[src/rtl/gmsk_pkg.sv]
// Shared constants for the GMSK receive chain: phase-error codes, nominal rates, lock window.
package gmsk_pkg;

  localparam logic [1:0] PHERR_NONE    = 2'b00;
  localparam logic [1:0] PHERR_RETARD  = 2'b01;
  localparam logic [1:0] PHERR_ADVANCE = 2'b10;

  localparam int unsigned DEFAULT_OSR = 8;
  localparam int unsigned BR          = 100;
  localparam int unsigned SAMPLE_RATE = 800;
  // Transitions within +/-LOCK_WIN samples of phase 0 still count as on-time.
  localparam int unsigned LOCK_WIN    = 1;

  function automatic logic maj3(input logic [2:0] v);
    return (v[0] & v[1]) | (v[0] & v[2]) | (v[1] & v[2]);
  endfunction

endpackage

[src/rtl/bit_sync_lock_det.sv]
// Lock detector: counts consecutive good bit periods and flags lock once LOCK_BITS is reached.
module bit_sync_lock_det #(
  parameter int unsigned LOCK_BITS = 16
) (
  input  logic clk,
  input  logic rst,
  input  logic wrap,
  input  logic good,
  output logic locked
);

  localparam logic [7:0] LockMax = 8'(LOCK_BITS);

  logic [7:0] score_q, score_d;
  logic       locked_q;

  always_comb begin
    score_d = score_q;
    if (wrap) begin
      if (!good) begin
        score_d = '0;
      end else if (score_q != LockMax) begin
        score_d = score_q + 8'd1;
      end
    end
  end

  always_ff @(posedge clk or posedge rst) begin
    if (rst) begin
      score_q  <= '0;
      locked_q <= 1'b0;
    end else begin
      score_q  <= score_d;
      locked_q <= (score_d == LockMax);
    end
  end

  assign locked = locked_q;

endmodule

[src/rtl/gmsk_bit_sync.sv]
// Bit-timing recovery by transition tracking on OSR-oversampled hard decisions.
// Define MAJORITY_VOTE_EN for a 2-of-3 decision centred one sample later.
module gmsk_bit_sync
  import gmsk_pkg::*;
#(
  parameter int unsigned OSR       = DEFAULT_OSR,
  parameter int unsigned LOCK_BITS = 16
) (
  input  logic       clk,
  input  logic       rst,
  input  logic       sample_in,
  input  logic       sample_valid,
  output logic       bit_out,
  output logic       bit_valid,
  output logic       locked,
  output logic [1:0] phase_err
);

  localparam int unsigned PH_W = $clog2(OSR);
  localparam int unsigned PW1  = PH_W + 1;
  localparam int unsigned HALF = OSR / 2;

  localparam logic [PH_W-1:0] PhEarlyLo = PH_W'(1);
  localparam logic [PH_W-1:0] PhEarlyHi = PH_W'(HALF - 1);
  localparam logic [PH_W-1:0] PhLateLo  = PH_W'(HALF + 1);
  localparam logic [PH_W-1:0] PhLast    = PH_W'(OSR - 1);
  localparam logic [PH_W-1:0] PhWinLo   = PH_W'(LOCK_WIN);
  localparam logic [PH_W-1:0] PhWinHi   = PH_W'(OSR - LOCK_WIN);
`ifdef MAJORITY_VOTE_EN
  localparam logic [PH_W-1:0] PhDec     = PH_W'(HALF + 1);
`else
  localparam logic [PH_W-1:0] PhDec     = PH_W'(HALF);
`endif

  logic [PH_W-1:0] ph_q, ph_d, ph_skip, ph_inc;
  logic [PH_W:0]   ph_p2, ph_sub;
  logic            prev_q, corr_done_q, bad_q;
  logic            bit_q, bit_valid_q;
  logic [1:0]      phase_err_q;
  logic            trans, early, late, skip_wrap, wrap, bad_now, good, dec_bit;

`ifdef MAJORITY_VOTE_EN
  // Oldest window tap is never read, so only the two most recent samples are kept.
  logic [1:0] win_q;
  assign dec_bit = maj3({win_q, sample_in});
`else
  assign dec_bit = sample_in;
`endif

  always_comb begin
    trans     = sample_in ^ prev_q;
    early     = trans && !corr_done_q && (ph_q >= PhEarlyLo) && (ph_q <= PhEarlyHi);
    late      = trans && !corr_done_q && (ph_q >= PhLateLo);
    ph_inc    = (ph_q == PhLast) ? '0 : ph_q + PH_W'(1);
    ph_p2     = {1'b0, ph_q} + PW1'(2);
    ph_sub    = ph_p2 - PW1'(OSR);
    skip_wrap = (ph_p2 >= PW1'(OSR));
    ph_skip   = skip_wrap ? ph_sub[PH_W-1:0] : ph_p2[PH_W-1:0];
    ph_d      = early ? ph_q : (late ? ph_skip : ph_inc);
    // A skip from the top of the period passes through 0 and closes the period too.
    wrap      = late ? skip_wrap : (!early && (ph_q == PhLast));
    bad_now   = trans && (ph_q > PhWinLo) && (ph_q < PhWinHi);
    good      = !(bad_q || bad_now);
  end

  always_ff @(posedge clk or posedge rst) begin
    if (rst) begin
      ph_q        <= '0;
      prev_q      <= 1'b0;
      corr_done_q <= 1'b0;
      bad_q       <= 1'b0;
      bit_q       <= 1'b0;
      bit_valid_q <= 1'b0;
      phase_err_q <= PHERR_NONE;
`ifdef MAJORITY_VOTE_EN
      win_q       <= '0;
`endif
    end else begin
      bit_valid_q <= sample_valid && (ph_q == PhDec);
      if (sample_valid) begin
        ph_q        <= ph_d;
        prev_q      <= sample_in;
        corr_done_q <= wrap ? 1'b0 : (corr_done_q || early || late);
        bad_q       <= wrap ? 1'b0 : (bad_q || bad_now);
        phase_err_q <= early ? PHERR_RETARD : (late ? PHERR_ADVANCE : PHERR_NONE);
        if (ph_q == PhDec) bit_q <= dec_bit;
`ifdef MAJORITY_VOTE_EN
        win_q       <= {win_q[0], sample_in};
`endif
      end
    end
  end

  bit_sync_lock_det #(
    .LOCK_BITS(LOCK_BITS)
  ) u_lock_det (
    .clk   (clk),
    .rst   (rst),
    .wrap  (sample_valid && wrap),
    .good  (good),
    .locked(locked)
  );

  assign bit_out   = bit_q;
  assign bit_valid = bit_valid_q;
  assign phase_err = phase_err_q;

endmodule

[config.mk]
export PLATFORM = sky130hd
export DESIGN_NAME = gmsk_bit_sync
export DESIGN_NICKNAME = d
export VERILOG_FILES = /design/src/rtl/gmsk_pkg.sv /design/src/rtl/bit_sync_lock_det.sv /design/src/rtl/gmsk_bit_sync.sv
export SDC_FILE = /design/constraint.sdc
export NUM_CORES = 1
export LEC_CHECK = 0
export ABC_AREA = 1
export CORE_MARGIN = 2
export CORE_UTILIZATION = 62
export CTS_CLUSTER_SIZE = 25
export DETAILED_ROUTE_END_ITERATION = 8
export PLACE_DENSITY = 0.89
export SLEW_MARGIN = 20
export SYNTH_ARGS = -nofsm -noshare
export SYNTH_HDL_FRONTEND = slang
export SYNTH_SLANG_ARGS = --single-unit
[constraint.sdc]
create_clock -name clk -period 2.6 [get_ports clk]
set_input_delay 0.52 -clock clk [delete_from_list [all_inputs] [get_ports clk]]
set_output_delay 0.52 -clock clk [all_outputs]
set_load 0.02 [all_outputs]
==> results of run 1 <==
cells in the final DEF (no fill, tap or decap), types with 5 or more instances in the layout:
cell             count
inv_1               30
o21ai_0              5
nor2_1              22
clkdlybuf4s50_1      8
dfrtp_1             19
nand3_1             17
nand2_1             58
nand2_2              8
ha_1                13
worst paths after layout:
| path | endpoint | slack (ns) | cells past startpoint |
|---|---|---|---|
| max in group asynchronous | u_lock_det.score_q[6] | 1.52 | 2 |
| min | phase_err[1] | 0.51 | 2 |
| min reg2reg | phase_err[1] | 0.51 | 2 |
| max | u_lock_det.locked | 0.54 | 13 |
| max reg2reg | u_lock_det.locked | 0.54 | 13 |
| min in group asynchronous | ph_q[2] | 0.64 | 2 |
report_power, final:
| part | switching, uW | internal, uW | total (uW) | leakage [uW] |
|---|---|---|---|---|
| clock network | 89.0 | 59.7 | 149 | 0.0000150 |
| registers | 92.1 | 380 | 473 | 0.000242 |
| logic | 440 | 266 | 706 | 0.000579 |
cell families after synthesis:
| logic type | count (synthesis) | share of synthesized area |
|---|---|---|
| simple gates | 112 | 0.367 |
| flops | 19 | 0.351 |
| fa+ha+maj | 13 | 0.120 |
| xor+xnor | 1 | 0.00646 |
| compound gates | 12 | 0.0536 |
| buf+inv | 33 | 0.102 |
layer usage:
layer | routed length, um | vias to the layer above | global-route usage
li1 | - | 607 | -
met1 | 1270 | 525 | 0.326
met2 | 1260 | 54 | 0.421
met3 | 178 | 10 | 0.0625
met4 | 44 | 0 | 0.0766
met5 | 0 | - | 0
layout make-up:
class / instances / area (um2)
Inverter: 31 / 116
Multi-Input combinational cell: 138 / 741
Clock buffer: 4 / 26.3
Tap cell: 27 / 33.8
Sequential cell: 19 / 475
Timing Repair Buffer: 9 / 87.6
Fill cell: 164 / 522
cell usage after synthesis:
| master | instances | share of area |
|---|---|---|
| a21o_1 | 1 | 0.0055 |
| a21oi_1 | 3 | 0.011 |
| buf_6 | 2 | 0.017 |
| dfrtp_1 | 19 | 0.35 |
| ha_1 | 13 | 0.12 |
| inv_1 | 30 | 0.083 |
| inv_2 | 1 | 0.0028 |
| nand2_1 | 58 | 0.16 |
| nand2_2 | 8 | 0.037 |
| nand3_1 | 17 | 0.063 |
| nand3_2 | 2 | 0.015 |
| nand3_4 | 1 | 0.013 |
| nand4_1 | 2 | 0.0092 |
| nor2_1 | 22 | 0.061 |
| nor3_1 | 1 | 0.0037 |
| o211ai_1 | 1 | 0.0055 |
| o21ai_0 | 5 | 0.018 |
| o21ai_2 | 1 | 0.0065 |
| o221ai_1 | 1 | 0.0065 |
| or2_2 | 1 | 0.0046 |
| xor2_1 | 1 | 0.0065 |
registers in the layout, indices dropped and copies added (netlist names):
name                count
bit_valid               1
bad_q                   1
phase_err               2
prev_q                  1
corr_done_q             1
bit_out                 1
ph_q                    3
u_lock_det.locked       1
u_lock_det.score_q      8
through the flow:
step / instance area, um2 / cells / hold WS [ns]
global placement: 1450 / 224 / 0.473
CTS: 1480 / 228 / 0.514
floorplan: 1360 / 190 / 0.471
finish: 1480 / 228 / 0.507
global route: 1480 / 228 / 0.535
detailed placement: 1450 / 224 / 0.485
worst reg2reg max path, stage by stage (launching register included):
cell and delay, ns:
dfrtp_1 0.48, inv_1 0.16, ha_1 0.26, nand2_1 0.10, nand3_2 0.11, nand3_4 0.09, nand2_2 0.06, nand3_2 0.19
inv_1 0.13, nand2_1 0.09, nand2_1 0.08, nor2_1 0.14, nand2_1 0.06, nor2_1 0.08
==> results.toml, run 1 <==
[die]
initial_utilization = 0.677
std_cell_rows = 16
design.die.area_um2 = 2580
die_h_um = 50.8
top_level_ports = 9
std_cell_core_area_um2 = 2000
die_width_um = 50.8

[critical_path]
delay_of_the_slowest_cell_on_the_worst_path_ns = 0.48
timing.critical_path.slowest_stage_cell = "dfrtp_1"
worst_path_most_repeated_cell = "nand2_1"
timing.critical_path.arrival_ns = 2.30
path_buf_inv = 2
timing.critical_path.from = "ph_q[1]"
worst-endpoint-required_ns = 2.83
kind_of_launch_point_of_the_worst_setup_path = "flip-flop"
worstPathMaxFanout = 11
critical_path.endpoint_type = "flip-flop"
crit_path_cell_trace = "inv_1, ha_1, nand2_1, nand3_2, nand3_4, nand2_2, nand3_2, inv_1, nand2_1, nand2_1, nor2_1, nand2_1, nor2_1"
timing.setup.critical_path_class = "flip-flop to flip-flop"
regToRegStartpoint = "ph_q[1]"
cpLargestDelayFamily = "simple AND/OR/NAND/NOR gates"

[global_route]
antenna_found_initial = 0
grt_first_pass_wirelength_um = 4970
vias_in_the_first_global_route = 1222
grt_max_degree = 20
grt.total_usage = 0.253
gr-total-overflow = 0

[placed_design]
numPortBuffers = 8
pre_cts_ws_ns = 0.368
place_congestion = 0.888
dp_hpwl_um = 2150

[sta]
worst_slack_ns = 0.540
timing.final.max_slew_violations = 0
worst_clock_skew_ns = 0.00403
final_worst_path_cycle_share = 0.792
unrepaired_setup_endpoints_after_global_routing = "no"
period_minus_slack_ns = 2.06
hold_viol_final = 0
setup_viol = 0
worst_pin_slew_ns = 0.686
setup_total_negative_slack_ns = 0
max_clock_freq_mhz = 485
relSlewSlack = 0.542

[drt]
firstDrtPassIters = 4
post_route_drc_violation_count = 0
drt_first_iter_violations = 50
vias = 1196
totalWireLength_um = 2760
post_drt_wl_per_cell_um = 12.1
ant_nets = 0
route.detailed.vias_per_inst = 5.25

[power_and_ir_drop]
pleak_uw = 0.000836
power-per-cell-area_nw_per_um2 = 896
power.ir.vdd_worst_mv = 0.747
design_power_total_uw = 1330

[clocking]
cts_tree = "built"
clkSinkCount = 19
cts.repair.resized = 0
ctsHoldBuffers = 0
ctsRootBufferMaster = "clkbuf_4"
path_clk_slew_ns = 0.11
clock_latency_ns = 0.29
clock_tree.buffer_depth = 2
ctsHtreeMaxLevel = 1
cts_setup_buffers = 0
cts_buffers = 3

[job]
timing.max_cap.violations = 0

[final_layout]
drive_above_1_share = 0.0896
area.growth.synth_to_final_pct = 9.23
layout.nets = 219
utilization = 0.739
n_antenna_cell = 0

[yosys]
synth_cell_types = 21
syn_area_um2 = 1360
ys_ff_latch = 19
mappedNetlistNets = 207
synthesis.yosys.warnings = 0
synthesis.instances = 190
avgSynthCellArea_um2 = 7.13
sequential_share_of_the_synthesized_area = 0.351

[status]
outcome = "completed"

[min_path]
hold_start = "phase_err[1]"
hold_path_class = "flip-flop to flip-flop"
No activity file was read; power rests on OpenSTA's default activity.
==> inputs of run 2 (changes only) <==
--- a/config.mk
+++ b/config.mk
@@ -7,10 +7,10 @@
 export LEC_CHECK = 0
 export ABC_AREA = 1
 export CORE_MARGIN = 2
-export CORE_UTILIZATION = 62
+export CORE_UTILIZATION = 58
 export CTS_CLUSTER_SIZE = 25
 export DETAILED_ROUTE_END_ITERATION = 8
-export PLACE_DENSITY = 0.89
+export PLACE_DENSITY = 0.85
 export SLEW_MARGIN = 20
 export SYNTH_ARGS = -nofsm -noshare
 export SYNTH_HDL_FRONTEND = slang
==> constraint.sdc (replaced) <==
create_clock -name clk -period 1.9 [get_ports clk]
set_input_delay 0.38 -clock clk [delete_from_list [all_inputs] [get_ports clk]]
set_output_delay 0.38 -clock clk [all_outputs]
set_load 0.02 [all_outputs]
==> results.toml, run 2 (same netlist as run 1, synthesis figures left out) <==
[status]
outcome = "completed"

[drt]
post_drt_wl_per_cell_um = 13.9
vias = 1360
totalWireLength_um = 3420
post_route_drc_violation_count = 0
ant_nets = 0
route.detailed.vias_per_inst = 5.53
drt_first_iter_violations = 51
firstDrtPassIters = 4

[placed_design]
numPortBuffers = 8
post-place-cells = 238
place_congestion = 0.916
dp_hpwl_um = 2320

[clocking]
clock_latency_ns = 0.30
cts_buffers = 3
path_clk_slew_ns = 0.11
ctsRootBufferMaster = "clkbuf_4"
clkSinkCount = 19
clock_tree.buffer_depth = 2
ctsHtreeMaxLevel = 1
cts_tree = "built"

[sta]
setup_total_negative_slack_ns = 0
hold_ws_ns = 0.383
final_worst_path_cycle_share = 0.995
timing.final.max_slew_violations = 0
unrepaired_setup_endpoints_after_global_routing = "yes"
hold_viol_final = 0
worst_pin_slew_ns = 0.312
max_clock_freq_mhz = 529
relSlewSlack = 0.790
setup_viol = 0
worst_clock_skew_ns = 0.00191
period_minus_slack_ns = 1.89

[global_route]
grt_first_pass_wirelength_um = 5160
grtUsageMet3 = 0.0257
vias_in_the_first_global_route = 1243
grt_max_degree = 20
busiest_layer_in_global_routing = "met2"
grt.total_usage = 0.256
grtUsageMet1 = 0.338
grtUsageMet2 = 0.417
antenna_found_initial = 0
gr-total-overflow = 0

[job]
timing.max_cap.violations = 0

[die]
initial_utilization = 0.613
std_cell_rows = 17
die_width_um = 52.3
die_h_um = 52.3
top_level_ports = 9
std_cell_core_area_um2 = 2210
design.die.area_um2 = 2740

[final_layout]
fin_cells = 246
mostFrequentLayoutCell = "nand2_1"
fillerInstances = 154
drive_above_1_share = 0.216
largest-register = "u_lock_det.score_q"
layout.nets = 236
area.growth.synth_to_final_pct = 22.0
n_antenna_cell = 0
mostFrequentLayoutCells = "nand2_1, inv_1, nor2_1"
largest_register_ffs = 8

[critical_path]
worstPathMaxFanout = 5
timing.critical_path.slowest_stage_cell = "dfrtp_2"
critical_path.endpoint_type = "flip-flop"
delay_of_the_slowest_cell_on_the_worst_path_ns = 0.46
kind_of_launch_point_of_the_worst_setup_path = "flip-flop"
worst-endpoint-required_ns = 2.15
timing.reg2reg.setup_slack_ns = 0.009
r2r_end = "u_lock_det.locked"
worst-r2r-cell-count = 11
timing.critical_path.arrival_ns = 2.14
worst_path_most_repeated_cell = "nand2_1"
cpLargestDelayFamily = "simple AND/OR/NAND/NOR gates"
crit_path_cell_trace = "buf_4, ha_1, nand2_2, nand2_1, nand4_1, nand3_2, nand2_1, nand2_2, nor2_1, nand2_1, nor2_1"
path_buf_inv = 1
regToRegStartpoint = "ph_q[2]"
timing.setup.critical_path_class = "flip-flop to flip-flop"
cp.depth = 11

[min_path]
hold_path_class = "input pin to asynchronous set/reset pin"

[power_and_ir_drop]
design_power_total_uw = 2080
pleak_uw = 0.000916
power-per-cell-area_nw_per_um2 = 1260
power.ir.vdd_worst_mv = 1.07
-- run 2: worst max-delay path by stage --
stage	start	endpoint	slack, ns
6_report	ph_q[2]	u_lock_det.locked	0.009
2_1_floorplan	ph_q[2]	ph_q[0]	0.22
3_3_place_gp	sample_in	u_lock_det.locked	-0.05
5_1_grt	ph_q[1]	u_lock_det.locked	-0.08
4_1_cts	ph_q[1]	u_lock_det.locked	0.001
3_5_place_dp	sample_in	u_lock_det.locked	-0.13
-- run 2: worst register-to-register path: cells and delay by family, from the launching register on --
kind / cells / cell delay (ns)
buffers and inverters: 1 / 0.16
flip-flops: 1 / 0.46
adder cells (fa/ha/maj): 1 / 0.18
AND/OR/NAND/NOR: 9 / 1.04
-- run 2: through the flow --
step / util / cell area (um2) / setup slack [ns]
CTS: 0.714 / 1580 / 0.00108
global placement: 0.702 / 1550 / -0.0548
global route: 0.747 / 1650 / -0.0766
finish: 0.747 / 1650 / 0.00870
floorplan: - / 1360 / 0.219
detailed placement: 0.702 / 1550 / -0.129
-- run 2: area by class of cell --
| type | count | area, um2 | share of cell area |
|---|---|---|---|
| repair buffers | 25 | 208 | 0.126 |
| flip-flops and latches | 19 | 478 | 0.289 |
| well taps | 28 | 35.0 | 0.0212 |
| clock inverters | 1 | 5.00 | 0.00303 |
| multi-input cells | 139 | 786 | 0.475 |
| clock buffers | 3 | 22.5 | 0.0136 |
| inverters | 31 | 119 | 0.0719 |
-- run 2: power by group --
part           internal [uW]  switching [uW]  leakage (uW)
sequential               525             117      0.000240
clock                   78.6             133     0.0000177
combinational            513             711      0.000658
total                   1120             961      0.000916
-- run 2: routing by layer --
layer,vias up,part of all wire
met1,638,0.40
met5,-,0
met2,60,0.51
li1,646,-
met3,16,0.046
met4,0,0.041
-- run 2: what timing repair did --
item                       CTS  global route
setup buffers                0             3
cloned                       0             1
pin swaps                    0             4
setup endpoints to repair    1             9
resized for setup            1            13
hold buffers                 0             0
